--- config.mk ---
export PLATFORM = sky130hd
export DESIGN_NAME = fluxo_dados_param
export DESIGN_NICKNAME = d
export VERILOG_FILES = /design/src/rtl/fluxo_dados_param.sv
export SDC_FILE = /design/constraint.sdc
export NUM_CORES = 1
export LEC_CHECK = 0
export BUFFER_PORTS_ARGS = -buffer_cell sky130_fd_sc_hd__buf_2
export CAP_MARGIN = 5
export CORE_MARGIN = 5
export CORE_UTILIZATION = 53
export DETAILED_ROUTE_END_ITERATION = 7
export HOLD_SLACK_MARGIN = 0.02
export PLACE_DENSITY = 0.68
export SYNTH_ARGS = -nofsm -noshare
export SYNTH_HDL_FRONTEND = slang
export SYNTH_SLANG_ARGS = --single-unit
export TNS_END_PERCENT = 1
--- constraint.sdc ---
create_clock -name clock -period 2.9 [get_ports clock]
set_clock_uncertainty 0.2 [all_clocks]
set_input_delay 0.87 -clock clock [delete_from_list [all_inputs] [get_ports clock]]
set_output_delay 0.87 -clock clock [all_outputs]
set_load 0.01 [all_outputs]
--- src/rtl/fluxo_dados_param.sv ---
// fluxo_dados_param
// Datapath for the memory-sequence game. It holds the address counter E, the
// limit (round) counter L, the play register, the game RAM with its read
// register, the play-edge detector and a sticky timeout counter. The control
// unit drives every strobe and reads the status flags. Debug outputs go to
// the board displays.
//
// Ports
//   clock, reset         : system clock; asynchronous active-high reset
//   zeraE / contaE       : clear / increment address counter E
//   zeraL / contaL       : clear / increment limit counter L
//   zeraR / registraR    : clear / load the play register from chaves
//   escreveM             : write the play register into RAM[E]
//   zeraT / contaT       : clear / advance the timeout counter
//   chaves [N]           : raw play keys
//   jogada_igual         : RAM read register == play register
//   enderecoIgualLimite  : E == L
//   enderecoMenorLimite  : E < L (unsigned)
//   fimE / fimL          : E / L at terminal count 2^M-1
//   jogada_feita         : one-cycle pulse when the keys first go nonzero
//   timeout              : sticky timeout flag
//   db_tem_jogada        : OR of the keys (combinational)
//   db_contagem/db_limite: E / L
//   db_memoria/db_jogada : RAM read register / play register
//
// Handshake: there is no valid/ready traffic here. Every strobe is a
// single-cycle level that the datapath samples on the rising clock edge, and
// every flag is a plain combinational function of the registered state.
module fluxo_dados_param #(
  parameter int N       = 4,
  parameter int M       = 4,
  parameter int TIMEOUT = 5000
) (
  input  logic         clock,
  input  logic         reset,
  input  logic         zeraE,
  input  logic         contaE,
  input  logic         zeraL,
  input  logic         contaL,
  input  logic         zeraR,
  input  logic         registraR,
  input  logic         escreveM,
  input  logic         zeraT,
  input  logic         contaT,
  input  logic [N-1:0] chaves,
  output logic         jogada_igual,
  output logic         enderecoIgualLimite,
  output logic         enderecoMenorLimite,
  output logic         fimE,
  output logic         fimL,
  output logic         jogada_feita,
  output logic         timeout,
  output logic         db_tem_jogada,
  output logic [M-1:0] db_contagem,
  output logic [M-1:0] db_limite,
  output logic [N-1:0] db_memoria,
  output logic [N-1:0] db_jogada
);

  localparam int TW = (TIMEOUT > 2) ? $clog2(TIMEOUT) : 1;
  localparam logic [TW-1:0] T_LAST = TW'(TIMEOUT - 1);
  localparam int DEPTH = 1 << M;

  logic [M-1:0]  e_cnt;
  logic [M-1:0]  l_cnt;
  logic [N-1:0]  play_reg;
  logic [N-1:0]  rd_reg;
  logic          tem_hist;
  logic [TW-1:0] t_cnt;
  logic          t_flag;
  logic          tem_jogada;

  // Game memory. It is deliberately outside the reset domain so a reset
  // keeps the stored sequence.
  logic [N-1:0]  mem [DEPTH];

  // Address counter E: clear beats increment; wraps modulo 2^M.
  always_ff @(posedge clock or posedge reset) begin
    if (reset) begin
      e_cnt <= '0;
    end else if (zeraE) begin
      e_cnt <= '0;
    end else if (contaE) begin
      e_cnt <= e_cnt + 1'b1;
    end
  end

  // Limit counter L: same priority and modulus as E.
  always_ff @(posedge clock or posedge reset) begin
    if (reset) begin
      l_cnt <= '0;
    end else if (zeraL) begin
      l_cnt <= '0;
    end else if (contaL) begin
      l_cnt <= l_cnt + 1'b1;
    end
  end

  // Play register.
  always_ff @(posedge clock or posedge reset) begin
    if (reset) begin
      play_reg <= '0;
    end else if (zeraR) begin
      play_reg <= '0;
    end else if (registraR) begin
      play_reg <= chaves;
    end
  end

  // RAM write uses the E and play register values from before the edge, so
  // contaE together with escreveM writes the old address.
  always_ff @(posedge clock) begin
    if (escreveM) begin
      mem[e_cnt] <= play_reg;
    end
  end

  // Read register loads every edge; on a write edge it picks up the old word.
  always_ff @(posedge clock or posedge reset) begin
    if (reset) begin
      rd_reg <= '0;
    end else begin
      rd_reg <= mem[e_cnt];
    end
  end

  // Edge-detector history of "any key pressed".
  assign tem_jogada = |chaves;

  always_ff @(posedge clock or posedge reset) begin
    if (reset) begin
      tem_hist <= 1'b0;
    end else begin
      tem_hist <= tem_jogada;
    end
  end

  // Timeout: the counter walks 0..TIMEOUT-1 under contaT; the next contaT
  // edge at TIMEOUT-1 raises the flag, after which the counter freezes and
  // the flag sticks until zeraT or reset.
  always_ff @(posedge clock or posedge reset) begin
    if (reset) begin
      t_cnt  <= '0;
      t_flag <= 1'b0;
    end else if (zeraT) begin
      t_cnt  <= '0;
      t_flag <= 1'b0;
    end else if (contaT && !t_flag) begin
      if (t_cnt == T_LAST) begin
        t_flag <= 1'b1;
      end else begin
        t_cnt <= t_cnt + 1'b1;
      end
    end
  end

  assign jogada_igual        = (rd_reg == play_reg);
  assign enderecoIgualLimite = (e_cnt == l_cnt);
  assign enderecoMenorLimite = (e_cnt < l_cnt);
  assign fimE                = (e_cnt == {M{1'b1}});
  assign fimL                = (l_cnt == {M{1'b1}});
  assign jogada_feita        = tem_jogada & ~tem_hist;
  assign timeout             = t_flag;
  assign db_tem_jogada       = tem_jogada;
  assign db_contagem         = e_cnt;
  assign db_limite           = l_cnt;
  assign db_memoria          = rd_reg;
  assign db_jogada           = play_reg;

endmodule

==> flow_summary.json, run 1 <==
{
  "reg2reg_slack_ns": 0.69,
  "cts.sinks": 95,
  "setup_viol_count_final": 0,
  "cts.htree.levels": 3,
  "r2r-end": "mem[3][3]",
  "path_class": "input port to primary output",
  "syn-cell-area_um2": 4130,
  "start_util_pct": 53.9,
  "antenna_cells": 0,
  "cts_tree": "built",
  "gp_congestion": 0.788,
  "setup_slack_ns": 0.0515,
  "layout.nets": 358,
  "min_from": "t_cnt[1]",
  "syn_inst": 283,
  "vdd.ir_drop.worst_uv": 273,
  "maxSlewViolCount": 0,
  "yosysUniqueCellTypes": 38,
  "reg2regPathDepth": 4,
  "cts_buffer_depth": 2,
  "slowest_delay_ns": 0.53,
  "final_layout_size_suffix_gt1_share_pct": 26.9,
  "p_leak_nw": 1.80,
  "drt-vias-per-instance": 5.50,
  "cts.reportedPaths.clkPinSlew_ns": 0.09,
  "cts_root_buffer": "clkbuf_8",
  "antenna_found_initial": 0,
  "fp-row-count": 32,
  "vias": 2421,
  "finalCritPeriodShare_pct": 98.2,
  "cp.required_ns": 1.83,
  "whs_path_depth": 2,
  "critPathSlowestCell": "or4_4",
  "synth.avg_cell_area_um2": 14.6,
  "finalCriticalPeriod_ns": 2.85,
  "crit_path_end_kind": "primary output",
  "drt_iter0_drc": 147,
  "path_max_fanout": 3,
  "crit_path_cell_trace": "buf_2 > or4_4 > nor2b_1 > buf_2",
  "grt_pass1_wl_mm": 12.9,
  "route.detailed.drc": 0,
  "syn_nets": 308,
  "arrival_ns": 1.78,
  "totalWireLength_mm": 7.83,
  "firstDrtPassIters": 4,
  "fmax_mhz": 351,
  "outcome": "complete, no violations",
  "antenna_left": 0,
  "dieWidth_um": 98.2,
  "yosys_warnings": 0,
  "ioPinCount": 39,
  "coreArea_um2": 7650,
  "critPathMostFrequentCell": "buf_2",
  "hold_class": "register to register",
  "grt_max_degree": 32,
  "die-area_um2": 9650,
  "wl_per_cell_um": 17.8,
  "rsz0062_at_grt": "false",
  "hold_viol_final": 0,
  "timing.setup.tns_ns": 0,
  "dp_slack_ns": 0.0151,
  "grt_pass1_vias": 2423,
  "ys_seq_area_share_pct": 65.4,
  "relSlewSlack_pct": 54.7,
  "synth-seq-cells": 95,
  "powerDensity_nw_per_um2": 556,
  "hold_path_end": "t_cnt[1]",
  "grtUsageTotal_pct": 17.4,
  "drv_cap": 0,
  "numPortBuffers": 38,
  "numCtsBuffers": 9,
  "tightest_slew_ns": 0.675,
  "syn_to_final_growth_pct": 13.3,
  "grt_overflow": 0,
  "die_h_um": 98.2,
  "clk_latency_ns": 0.36,
  "hpwl_mm": 5.42,
  "startpoint_type": "input port",
  "reg2reg_from": "db_contagem[0]"
}
[synth_stat cells]
cell type  instances  area [um^2]
nand4_1            3         18.8
o21ai_0           10         50.1
inv_1              9         33.8
nand2_1           13         48.8
mux2i_1            6         60.1
or3_1              3         18.8
buf_2              3         15.0
a21oi_1            7         35.0
and3_1             5         31.3
mux2_4             1         15.0
xor2_1            10         87.6
and4_1             1         8.76
nand3_1            9         45.0
or4b_2             1         10.0
o211ai_1           4         30.0
nor3_1             4         20.0
nand2b_1           5         31.3
nor2_1            32          120
o2111ai_1          2         17.5
nor4_1             1         6.26
dfrtp_1           31          776
o41ai_1            1         8.76
and2_1             1         6.26
or4_1              2         15.0
or4b_4             1         13.8
nor2_2             1         6.26
and4_2             1         10.0
nor2b_1            5         31.3
a22oi_1            4         30.0
xnor2_1            5         43.8
buf_1              1         3.75
mux4_2            16          360
ha_1              10          125
o31ai_1            1         7.51
or3_2              2         15.0
clkbuf_1           7         26.3
edfxtp_1          64         1920
nor4_4             1         21.3
[repair_timing]
| action | CTS | global route |
|---|---|---|
| hold buffers | 0 | 0 |
| endpoints found under the hold margin | 0 | 0 |
| setup buffers | 0 | 1 |
| endpoints found under the setup margin | 0 | 2 |
| gates resized for setup | 0 | 3 |
[cells in the final DEF (no fill, tap or decap), types with 10 or more instances in the layout]
cell type / instances
buf_4: 12
edfxtp_1: 64
buf_2: 38
mux4_2: 16
nor2_1: 32
dfrtp_1: 31
ha_1: 10
nand2_1: 13
xor2_1: 10
[registers in the layout, summed over array words and instances (netlist names)]
| register | count |
|---|---|
| db_contagem | 4 |
| db_memoria | 4 |
| tem_hist | 1 |
| db_limite | 4 |
| db_jogada | 4 |
| t_cnt | 13 |
| mem | 64 |
| timeout | 1 |
[power breakdown]
| part | internal [mW] | total [mW] | leakage (nW) | switching, mW |
|---|---|---|---|---|
| Clock | 0.321 | 0.809 | 0.0883 | 0.488 |
| Combinational | 0.126 | 0.280 | 0.716 | 0.154 |
| Sequential | 1.49 | 1.51 | 1.00 | 0.0237 |
[how the worst max path moves through the flow]
stage                         start           end  slack [ns]  depth (start not counted)
after CTS                 chaves[2]  jogada_feita        0.02                          4
after global routing      chaves[2]  jogada_feita        0.01                          4
after detailed placement  chaves[2]  jogada_feita        0.02                          4
final                     chaves[2]  jogada_feita        0.05                          4
after global placement    chaves[2]  jogada_feita        0.03                          4
after floorplan           chaves[2]  jogada_feita        0.17                          2
[worst max-delay path: cells and delay by family]
kind,cells,cell delay (ns)
simple gates,2,0.67
buf+inv,2,0.23
[layout make-up]
class                      count  area [um^2]
multi-input combinational    168         1360
tap                          102          128
clock buffer                   9          124
timing repair buffer          50          280
sequential                    95         2700
inverter                       9         33.8
clock inverter                 7         55.1
fill                         609         2970
[routing by layer]
metal | vias up | share of wire [%] | global-route usage (%)
met3 | 5 | 4.3 | 3.43
met2 | 44 | 49 | 27.4
met5 | - | 0 | 0
li1 | 1164 | - | -
met1 | 1208 | 46 | 24.5
met4 | 0 | 0.77 | 5.67
[cell families after synthesis]
logic type / count (synthesis) / share of synthesized area, %
flops: 95 / 65.4
xor+xnor: 15 / 3.18
mux: 23 / 10.6
fa+ha+maj: 10 / 3.03
compound gates: 29 / 4.34
buf+inv: 20 / 1.91
simple gates: 91 / 11.6
[through the flow]
stage               instance area (um^2)  utilization [%]  hold WS (ns)  std cells  total power [mW]
global placement                    4480             58.6         0.321        423              1.82
global route                        4670             61.1         0.401        440              2.71
floorplan                           4130                -         0.292        283              1.72
detailed placement                  4480             58.6         0.332        423              1.82
finish                              4670             61.1         0.357        440              2.60
CTS                                 4660             60.9         0.354        439              2.62
Note: power is estimated with default switching activity, not from simulation.
==> run 2: changes to the inputs <==
--- a/config.mk
+++ b/config.mk
@@ -7,7 +7,7 @@
 export LEC_CHECK = 0
 export BUFFER_PORTS_ARGS = -buffer_cell sky130_fd_sc_hd__buf_2
 export CAP_MARGIN = 5
-export CORE_MARGIN = 5
+export CORE_MARGIN = 8
 export CORE_UTILIZATION = 53
 export DETAILED_ROUTE_END_ITERATION = 7
 export HOLD_SLACK_MARGIN = 0.02
==> run 2 against run 1 <==
  * Setup slack lost 0.031 ns
  * Utilization grew 0.21 points
  * Count of clock-buffer cells in the layout grew 5
  * First-iteration DRC count grew 14%
  * Maximum frequency shrank 1.1%
  * Final area grew 0.35%
  * Total power grew 0.25%
  * Die area grew 13%
  * Critical path depth is the same
  * Routed wire length grew 1.9%
  * Combinational power is essentially flat
  * Global-route usage shrank 1.8 points
  * Highest routed layer unchanged
==> flow_summary.json, run 2 (same netlist as run 1, synthesis figures left out) <==
{
  "outcome": "complete, no violations",
  "drv_cap": 0,
  "cts.reportedPaths.clkPinSlew_ns": 0.08,
  "numPortBuffers": 38,
  "powerDensity_nw_per_um2": 556,
  "fmax_mhz": 347,
  "multi_input_area_um2": 1350,
  "start_util_pct": 53.9,
  "crit_path_cell_trace": "buf_2 > or4_1 > nor2b_1 > buf_2",
  "coreArea_um2": 7650,
  "cts.htree.levels": 3,
  "critPathMostFrequentCell": "buf_2",
  "route.detailed.drc": 0,
  "slowest_delay_ns": 0.55,
  "r2r-end": "mem[2][1]",
  "final_area_um2": 4690,
  "grtUsageTotal_pct": 15.5,
  "rsz0062_at_grt": "false",
  "totalWireLength_mm": 7.98,
  "post-route-util_pct": 61.3,
  "critPathSlowestCell": "or4_1",
  "wl_per_cell_um": 18.0,
  "top_regs": "mem: 64 flops, t_cnt: 13 flops",
  "clk_latency_ns": 0.36,
  "grt_max_degree": 32,
  "seq_area_um2": 2700,
  "cts_root_buffer": "clkbuf_8",
  "largest_register_ffs": 64,
  "cp.required_ns": 1.83,
  "hold_viol_final": 0,
  "final_common_cell": "edfxtp_1",
  "gp_congestion": 0.805,
  "vdd.ir_drop.worst_uv": 284,
  "firstDrtPassIters": 4,
  "timing.setup.tns_ns": 0,
  "layout.nets": 360,
  "finalCritPeriodShare_pct": 99.3,
  "drt-vias-per-instance": 5.52,
  "cts.sinks": 95,
  "startpoint_type": "input port",
  "setup_viol_count_final": 0,
  "final_layout_size_suffix_gt1_share_pct": 26.2,
  "vias": 2438,
  "total_power_mw": 2.61,
  "reg2regPathDepth": 4,
  "grt_overflow": 0,
  "reg2reg_from": "db_contagem[1]",
  "path_max_fanout": 3,
  "p_leak_nw": 1.82,
  "numCtsBuffers": 9,
  "path_class": "input port to primary output",
  "cp-endpoint": "jogada_feita",
  "drt_iter0_drc": 168,
  "hpwl_mm": 5.63,
  "regMostFlops": "mem",
  "cts_buffer_depth": 2,
  "placed_area_um2": 4500,
  "crit_path_end_kind": "primary output",
  "antenna_cells": 0,
  "die-area_um2": 10900,
  "reg2reg_slack_ns": 0.73,
  "syn_to_final_growth_pct": 13.7,
  "antenna_found_initial": 0,
  "dieWidth_um": 104,
  "arrival_ns": 1.81,
  "fill_cells": 586,
  "grt_pass1_vias": 2520,
  "maxSlewViolCount": 0,
  "grt_pass1_wl_mm": 13.2,
  "relSlewSlack_pct": 51.2,
  "critPathLaunch": "chaves[2]",
  "finalCriticalPeriod_ns": 2.88,
  "antenna_left": 0,
  "fp-row-count": 32,
  "final_cell_mix": "edfxtp_1, buf_2, nor2_1",
  "hold_class": "register to register",
  "die_h_um": 104,
  "tightest_slew_ns": 0.724,
  "ioPinCount": 39,
  "cts_tree": "built"
}
run 2: through the flow:
step	cells	hold slack [ns]	setup slack, ns
6_report	442	0.354	0.0207
5_1_grt	442	0.397	0.00124
4_1_cts	441	0.354	0.0140
3_5_place_dp	425	0.334	0.0221
3_3_place_gp	425	0.317	0.0273
2_1_floorplan	283	0.292	0.165
run 2: metal layers:
| layer | GRT usage [%] | up-vias | wire, um |
|---|---|---|---|
| met5 | 0 | - | 0 |
| met4 | 4.96 | 0 | 83 |
| met3 | 3.97 | 8 | 419 |
| met2 | 24.7 | 47 | 3910 |
| met1 | 20.3 | 1216 | 3570 |
| li1 | - | 1167 | - |
run 2: how the worst min path moves through the flow:
stage | to | cells past startpoint | startpoint | slack, ns
6_report | t_cnt[1] | 2 | t_cnt[1] | 0.35
3_5_place_dp | t_cnt[1] | 2 | t_cnt[1] | 0.33
3_3_place_gp | t_cnt[1] | 2 | t_cnt[1] | 0.32
2_1_floorplan | t_cnt[1] | 2 | t_cnt[1] | 0.29
5_1_grt | t_cnt[10] | 2 | t_cnt[10] | 0.40
4_1_cts | t_cnt[10] | 2 | t_cnt[10] | 0.35
run 2: worst max-delay path: cells and delay by family:
family	cells	cell delay, ns
buf+inv	2	0.23
simple gates	2	0.70
run 2: final cells by class:
| cell class | count | area share, % |
|---|---|---|
| multi-input combinational | 168 | 28.8 |
| sequential | 95 | 57.5 |
| clock inverter | 2 | 0.293 |
| timing repair buffer | 52 | 6.30 |
| inverter | 9 | 0.720 |
| tap | 102 | 2.72 |
| clock buffer | 14 | 3.71 |
run 2: where the power goes:
| part | internal, mW | switching (mW) | leakage, nW |
|---|---|---|---|
| logic | 0.127 | 0.154 | 0.725 |
| registers | 1.49 | 0.0241 | 1.00 |
| clock network | 0.389 | 0.425 | 0.0958 |
| total | 2.00 | 0.603 | 1.82 |
run 2: what timing repair did:
action / 4_1_cts / 5_1_grt
resized for setup: 0 / 1
buffers inserted: 0 / 1
hold buffers: 0 / 0
setup endpoints to repair: 0 / 1
